--- config.mk ---
export PLATFORM = sky130hd
export DESIGN_NAME = seq_alu
export DESIGN_NICKNAME = d
export VERILOG_FILES = /design/src/rtl/seq_alu.sv
export SDC_FILE = /design/constraint.sdc
export NUM_CORES = 1
export LEC_CHECK = 0
export ABC_CLOCK_PERIOD_IN_PS = 4900
export BUFFER_PORTS_ARGS = -buffer_cell sky130_fd_sc_hd__buf_4
export CAP_MARGIN = 15
export CORE_MARGIN = 1.5
export CORE_UTILIZATION = 34
export CTS_CLUSTER_DIAMETER = 80
export CTS_CLUSTER_SIZE = 28
export DETAILED_ROUTE_END_ITERATION = 7
export PLACE_DENSITY = 0.55
export SLEW_MARGIN = 20
export SYNTH_ARGS = -nofsm -noshare
export SYNTH_HDL_FRONTEND = slang
export SYNTH_SLANG_ARGS = --single-unit
--- constraint.sdc ---
create_clock -name clk -period 4.9 [get_ports clk]
set_input_delay 0.98 -clock clk [delete_from_list [all_inputs] [get_ports clk]]
set_output_delay 0.98 -clock clk [all_outputs]
set_load 0.01 [all_outputs]
--- src/rtl/seq_alu.sv ---
// seq_alu: handshaked RV32I/RV32M execute unit; base ops take one cycle, M ops iterate.
// Optional macro SEQ_ALU_FAST_MUL_EN selects a single-cycle multiplier for MUL* ops.
module seq_alu #(
  parameter int XLEN  = 32,
  parameter int CNT_W = $clog2(XLEN) + 1
) (
  input  logic            clk,
  input  logic            rst_n,
  input  logic            flush,
  input  logic            in_valid,
  output logic            in_ready,
  input  logic [XLEN-1:0] A,
  input  logic [XLEN-1:0] B,
  input  logic [4:0]      Op,
  output logic            out_valid,
  input  logic            out_ready,
  output logic [XLEN-1:0] Result,
  output logic            Zero,
  output logic            busy
);

  localparam int SHW = $clog2(XLEN);

  localparam logic [3:0] ALU_AND  = 4'd0;
  localparam logic [3:0] ALU_OR   = 4'd1;
  localparam logic [3:0] ALU_ADD  = 4'd2;
  localparam logic [3:0] ALU_SUB  = 4'd3;
  localparam logic [3:0] ALU_SLT  = 4'd4;
  localparam logic [3:0] ALU_SLTU = 4'd5;
  localparam logic [3:0] ALU_XOR  = 4'd6;
  localparam logic [3:0] ALU_SLL  = 4'd7;
  localparam logic [3:0] ALU_SRL  = 4'd8;
  localparam logic [3:0] ALU_SRA  = 4'd9;

  localparam logic [2:0] F3_MUL = 3'd0;

  localparam logic [XLEN-1:0]   ZERO     = {XLEN{1'b0}};
  localparam logic [XLEN-1:0]   ONES     = {XLEN{1'b1}};
  localparam logic [XLEN-1:0]   MIN_NEG  = {1'b1, {(XLEN-1){1'b0}}};
  localparam logic [CNT_W-1:0]  CNT_ZERO = {CNT_W{1'b0}};
  localparam logic [CNT_W-1:0]  CNT_ONE  = {{(CNT_W-1){1'b0}}, 1'b1};
  localparam logic [CNT_W-1:0]  CNT_LAST = CNT_W'(XLEN - 1);

`ifdef SEQ_ALU_FAST_MUL_EN
  localparam bit FAST_MUL = 1'b1;
`else
  localparam bit FAST_MUL = 1'b0;
`endif

  typedef enum logic [2:0] {
    ST_IDLE = 3'd0,
    ST_MUL  = 3'd1,
    ST_DIV  = 3'd2,
    ST_FIX  = 3'd3,
    ST_DONE = 3'd4
  } state_t;

  function automatic logic [XLEN-1:0] base_op(input logic [XLEN-1:0] a,
                                               input logic [XLEN-1:0] b,
                                               input logic [3:0]      code);
    logic [XLEN-1:0] r;
    r = {XLEN{1'b0}};
    case (code)
      ALU_AND:  r = a & b;
      ALU_OR:   r = a | b;
      ALU_ADD:  r = a + b;
      ALU_SUB:  r = a - b;
      ALU_SLT:  r = {{(XLEN-1){1'b0}}, ($signed(a) < $signed(b))};
      ALU_SLTU: r = {{(XLEN-1){1'b0}}, (a < b)};
      ALU_XOR:  r = a ^ b;
      ALU_SLL:  r = a << b[SHW-1:0];
      ALU_SRL:  r = a >> b[SHW-1:0];
      ALU_SRA:  r = $unsigned($signed(a) >>> b[SHW-1:0]);
      default:  r = {XLEN{1'b0}};
    endcase
    return r;
  endfunction

  function automatic logic [XLEN-1:0] mag(input logic [XLEN-1:0] v, input logic neg);
    return neg ? (~v + {{(XLEN-1){1'b0}}, 1'b1}) : v;
  endfunction

  function automatic logic [2*XLEN-1:0] mag2(input logic [2*XLEN-1:0] v, input logic neg);
    return neg ? (~v + {{(2*XLEN-1){1'b0}}, 1'b1}) : v;
  endfunction

  state_t              state_r, state_n;
  logic                in_ready_r, busy_r, out_valid_r, zero_r;
  logic [XLEN-1:0]     result_r;
  logic [2*XLEN-1:0]   prod_r;
  logic [XLEN-1:0]     opnd_r;
  logic [CNT_W-1:0]    cnt_r;
  logic [2:0]          op_r;
  logic                qneg_r, rneg_r;

  logic                accept_s, is_mul_s, a_sgn_s, b_sgn_s, a_neg_s, b_neg_s;
  logic                div_by0_s, div_ovf_s, div_ok_s;
  logic [XLEN-1:0]     base_res_s, quick_res_s, fast_res_s, fix_res_s, div_diff_s;
  logic [XLEN:0]       mul_sum_s, div_sh_s;
  logic [2*XLEN-1:0]   mul_step_s, div_step_s, fix_prod_s;

  assign accept_s  = in_valid & in_ready_r;
  assign in_ready  = in_ready_r;
  assign busy      = busy_r;
  assign out_valid = out_valid_r;
  assign Result    = result_r;
  assign Zero      = zero_r;

  // Operand decode: signedness, magnitude signs, divide special cases and base result.
  always_comb begin
    is_mul_s = Op[4] & ~Op[2];
    if (Op[2]) begin
      a_sgn_s = ~Op[0];
      b_sgn_s = ~Op[0];
    end else begin
      a_sgn_s = (Op[1:0] != 2'b11);
      b_sgn_s = ~Op[1];
    end
    a_neg_s   = a_sgn_s & A[XLEN-1];
    b_neg_s   = b_sgn_s & B[XLEN-1];
    div_by0_s = (B == ZERO);
    div_ovf_s = ~Op[0] & (A == MIN_NEG) & (B == ONES);
    if (div_by0_s) begin
      quick_res_s = Op[1] ? A : ONES;
    end else begin
      quick_res_s = Op[1] ? ZERO : A;
    end
    base_res_s = base_op(A, B, Op[3:0]);
  end

`ifdef SEQ_ALU_FAST_MUL_EN
  logic [2*XLEN-1:0] fast_a_s, fast_b_s, fast_p_s;
  assign fast_a_s   = {{XLEN{a_neg_s}}, A};
  assign fast_b_s   = {{XLEN{b_neg_s}}, B};
  assign fast_p_s   = fast_a_s * fast_b_s;
  assign fast_res_s = (Op[2:0] == F3_MUL) ? fast_p_s[XLEN-1:0] : fast_p_s[2*XLEN-1:XLEN];
`else
  assign fast_res_s = {XLEN{1'b0}};
`endif

  // Iteration steps (shift-add multiply, restoring divide) and final sign fix-up.
  always_comb begin
    mul_sum_s  = {1'b0, prod_r[2*XLEN-1:XLEN]} + {1'b0, (prod_r[0] ? opnd_r : ZERO)};
    mul_step_s = {mul_sum_s, prod_r[XLEN-1:1]};

    // Upper half holds the partial remainder, lower half the dividend shifting into quotient.
    div_sh_s   = prod_r[2*XLEN-1:XLEN-1];
    div_ok_s   = (div_sh_s >= {1'b0, opnd_r});
    div_diff_s = div_sh_s[XLEN-1:0] - opnd_r;
    if (div_ok_s) begin
      div_step_s = {div_diff_s, prod_r[XLEN-2:0], 1'b1};
    end else begin
      div_step_s = {prod_r[2*XLEN-2:0], 1'b0};
    end

    fix_prod_s = mag2(prod_r, qneg_r);
    if (op_r[2]) begin
      if (op_r[1]) begin
        fix_res_s = mag(prod_r[2*XLEN-1:XLEN], rneg_r);
      end else begin
        fix_res_s = mag(prod_r[XLEN-1:0], qneg_r);
      end
    end else if (op_r == F3_MUL) begin
      fix_res_s = fix_prod_s[XLEN-1:0];
    end else begin
      fix_res_s = fix_prod_s[2*XLEN-1:XLEN];
    end
  end

  // Next-state logic; flush overrides accept and the output handshake.
  always_comb begin
    state_n = state_r;
    case (state_r)
      ST_IDLE: begin
        if (!accept_s) begin
          state_n = ST_IDLE;
        end else if (!Op[4]) begin
          state_n = ST_DONE;
        end else if (is_mul_s) begin
          state_n = FAST_MUL ? ST_DONE : ST_MUL;
        end else if (div_by0_s || div_ovf_s) begin
          state_n = ST_DONE;
        end else begin
          state_n = ST_DIV;
        end
      end
      ST_MUL:  state_n = (cnt_r == CNT_LAST) ? ST_FIX : ST_MUL;
      ST_DIV:  state_n = (cnt_r == CNT_LAST) ? ST_FIX : ST_DIV;
      ST_FIX:  state_n = ST_DONE;
      ST_DONE: state_n = out_ready ? ST_IDLE : ST_DONE;
      default: state_n = ST_IDLE;
    endcase
    if (flush) begin
      state_n = ST_IDLE;
    end else begin
      state_n = state_n;
    end
  end

  // State register with registered ready/busy decodes.
  always_ff @(posedge clk or negedge rst_n) begin
    if (!rst_n) begin
      state_r    <= ST_IDLE;
      in_ready_r <= 1'b1;
      busy_r     <= 1'b0;
    end else begin
      state_r    <= state_n;
      in_ready_r <= (state_n == ST_IDLE);
      busy_r     <= (state_n != ST_IDLE);
    end
  end

  // Datapath: operand latching, iteration, result and handshake registers.
  always_ff @(posedge clk or negedge rst_n) begin
    if (!rst_n) begin
      prod_r      <= {(2*XLEN){1'b0}};
      opnd_r      <= {XLEN{1'b0}};
      cnt_r       <= CNT_ZERO;
      op_r        <= 3'd0;
      qneg_r      <= 1'b0;
      rneg_r      <= 1'b0;
      result_r    <= {XLEN{1'b0}};
      zero_r      <= 1'b1;
      out_valid_r <= 1'b0;
    end else if (flush) begin
      cnt_r       <= CNT_ZERO;
      out_valid_r <= 1'b0;
    end else begin
      case (state_r)
        ST_IDLE: begin
          if (accept_s) begin
            op_r   <= Op[2:0];
            cnt_r  <= CNT_ZERO;
            qneg_r <= a_neg_s ^ b_neg_s;
            rneg_r <= a_neg_s;
            if (!Op[4]) begin
              result_r    <= base_res_s;
              zero_r      <= (base_res_s == ZERO);
              out_valid_r <= 1'b1;
            end else if (is_mul_s && FAST_MUL) begin
              result_r    <= fast_res_s;
              zero_r      <= (fast_res_s == ZERO);
              out_valid_r <= 1'b1;
            end else if (is_mul_s) begin
              opnd_r <= mag(A, a_neg_s);
              prod_r <= {ZERO, mag(B, b_neg_s)};
            end else if (div_by0_s || div_ovf_s) begin
              result_r    <= quick_res_s;
              zero_r      <= (quick_res_s == ZERO);
              out_valid_r <= 1'b1;
            end else begin
              opnd_r <= mag(B, b_neg_s);
              prod_r <= {ZERO, mag(A, a_neg_s)};
            end
          end else begin
            out_valid_r <= 1'b0;
          end
        end
        ST_MUL: begin
          prod_r <= mul_step_s;
          cnt_r  <= cnt_r + CNT_ONE;
        end
        ST_DIV: begin
          prod_r <= div_step_s;
          cnt_r  <= cnt_r + CNT_ONE;
        end
        ST_FIX: begin
          result_r    <= fix_res_s;
          zero_r      <= (fix_res_s == ZERO);
          out_valid_r <= 1'b1;
        end
        ST_DONE: begin
          out_valid_r <= ~out_ready;
        end
        default: begin
          out_valid_r <= 1'b0;
        end
      endcase
    end
  end

endmodule
==> metrics <==
Nets 3936; DP Wirelength 110000 um; largest net degree at the start of global routing 86; final worst path period share 0.970; Rel. slew slack 0.254; sequential fraction of the synthesis area 0.148; Sink Count 146; Routed Antenna Nets 0; effective utilization at floorplan 0.344; RSZ-0062 raised after global routing false; Tmin final ~4800 ps; worst r2r dst Zero$_DFFE_PN1P_; initial antenna violation count 5; worst-skew pair later-pin latency around 480 ps; Non-Filler Instances 4653; number of synthesized flops with an enable pin 0; Root Buffer clkbuf_16; worst r2r src prod_r[27]$_DFFE_PN0P_; Min-Delay Endpoint opnd_r[1]$_DFFE_PN0P_; Die W 272 um; area of the die about 0.074 sq mm; reg-to-reg slack, setup around 140 ps; maximum clock insertion buffer count 2; hold slack final between 400 and 500 ps; Area contributors post-synth dfrtp_1 15%, ha_1 8.6%, a21oi_1 6.3%, o21ai_0 6.0%, mux4_2 5.5%; core area 0.0716 sq mm; area fraction of the dominant cell type after synthesis 0.146; GPL Wtd Cong 1.08; setup slack after layout 145 ps; Inst Count DP between 4000 and 5000; hold path depth 2; drt pass-1 iters 6; CP Launch Type flop; number of global-route vias before repair 28569; drt total wl between 100000 and 150000 um; share of layout cells above drive strength 1 0.193; Netlist cell types 92; Max Cap Viol 0; status completed; post-DR vias/cell 6.39; peak supply drop roughly 0.00028 V; GRT overflow 0; Hold Vio Cnt, Final 0; Slew Limit Fails 0; Worst Path Max Fanout 12; Synth Instances ~3400; Setup CP Type reg2reg; Std-Cell Rows 98; Mapped Nets 3668; number of I/O pins 110; pre-CTS setup slack -84.2 ps; Yosys reg bits ~150; CTS tree yes; post-CTS sizing 0; LEAKAGE between 0.01 and 0.015 uW; Worst EP required 5320 ps; FF-to-FF path depth 12; hold path start opnd_r[1]$_DFFE_PN0P_; Post-synth top cells 330 x nor2_1, 327 x nand2_1, 310 x a21oi_1, 295 x o21ai_0, 245 x clkbuf_1; mean routed wirelength per cell 29.8 um; global-route wire length before repair 201000 um; Cell Area, Synth between 0.02 and 0.025 sq mm; setup bufs post-CTS 0; most common cell in the netlist nor2_1; Fmax around 210 MHz; Synth area leader dfrtp_1; Die Ht 272 um; Worst Path Arrival about 5200 ps; Post-CTS Hold Buffers 0; Setup violations, final 0; TritonCTS Buffers 17; Main synth FF type dfrtp_1; clk slew on worst S/H paths 90 ps; Avg Cell Area, Syn 7.21 sq um; number of remaining DRC errors 0; CTS H-Tree Depth 4; synthesis-to-layout area growth 20.7%; violation count after the first detailed-route iteration 3317; Setup TNS 0 ps; worst-margin pin slew about 1100 ps; Yosys Warn Count 0; vias 29742; CP Capture Type flop; P per Cell Area 380 mW/mm^2; HP Class reg2reg; final core utilization 0.415; PortBufs 109; ys async rst share 1.00; GR Util All Layers 0.368; final setup skew 30.0 ps
==> metal layers <==
| layer | vias up | track usage | part of all wire | wire (um) |
|---|---|---|---|---|
| met5 | - | 0 | 0.00028 | 39 |
| met4 | 6 | 0.265 | 0.084 | 11600 |
| met3 | 418 | 0.0701 | 0.093 | 12800 |
| met2 | 1724 | 0.560 | 0.43 | 59400 |
| met1 | 14299 | 0.464 | 0.39 | 54600 |
| li1 | 13295 | - | - | - |
==> layout make-up <==
class,count,area (sq um)
clock buffers,17,425
fillers,7651,41900
flip-flops and latches,146,3660
repair buffers,533,4280
multi-input cells,2828,19400
inverters,162,608
clock inverters,15,201
well taps,950,1190
diodes,2,5.00
==> power breakdown <==
group / internal (uW) / leakage, uW / switching [uW]
combinational: 3030 / 0.0106 / 4630
clock: 700 / 0.000301 / 699
sequential: 1610 / 0.00186 / 626
total: 5340 / 0.0128 / 5950
==> registers in the layout (all words and copies together) (netlist names), 3 cells and up <==
signal	cells
state_r	3
op_r	3
opnd_r	32
prod_r	64
cnt_r	6
Result	32
==> stage by stage <==
step	instance area (sq um)	total power, uW
2_1_floorplan	24700	6800
3_3_place_gp	29100	9670
3_5_place_dp	29100	9680
4_1_cts	29700	11100
5_1_grt	29700	12000
6_report	29800	11300
==> critical path, stage by stage, from the launching register on <==
cell      delay [ps]
dfrtp_1          450
or4_4            600
or3_4            430
or4_4            650
or4b_1           590
a22oi_1          180
nor4_1            80
a211oi_2         340
nand3_1          120
or4_1            530
o31ai_2          420
o22ai_1          150
nor2_1           140
==> cell families (layout without fill, tap and decap cells) <==
group           count (synthesis)  after routing  synth area share
xor+xnor                      178            178            0.0633
mux                           160            160            0.0970
other cells                     0              2                 0
fa+ha+maj                     176            176            0.0904
flops                         146            146             0.148
simple gates                 1105           1105             0.214
compound gates               1209           1209             0.318
buf+inv                       446            727            0.0692
==> worst max path at each step <==
stage / start / endpoint / slack [ps] / depth (start not counted)
after floorplan: B[3] / Zero$_DFFE_PN1P_ / 30 / 19
after global placement: A[0] / Zero$_DFFE_PN1P_ / -100 / 20
after detailed placement: A[14] / Zero$_DFFE_PN1P_ / -80 / 18
after CTS: prod_r[27]$_DFFE_PN0P_ / Zero$_DFFE_PN1P_ / 250 / 12
after global routing: prod_r[27]$_DFFE_PN0P_ / Zero$_DFFE_PN1P_ / 40 / 12
final: prod_r[27]$_DFFE_PN0P_ / Zero$_DFFE_PN1P_ / 140 / 12
==> cells in the final DEF (no fill, tap or decap), drive strengths merged, types with 27 or more instances in the layout <==
cell    count
a21oi     310
nor4       42
or3        35
o211ai     45
nor3       73
nand3      74
xor2       43
mux2i      70
mux2       30
xnor2     135
dfrtp     144
nand4      49
o21ai     298
a211oi     91
o31ai      34
o22ai      27
nand2     327
buf       533
a31oi      37
a221oi     56
nor2      330
a21o       48
inv       167
mux4       60
ha        170
o21bai     31
Power figures use the tool's default switching activity.
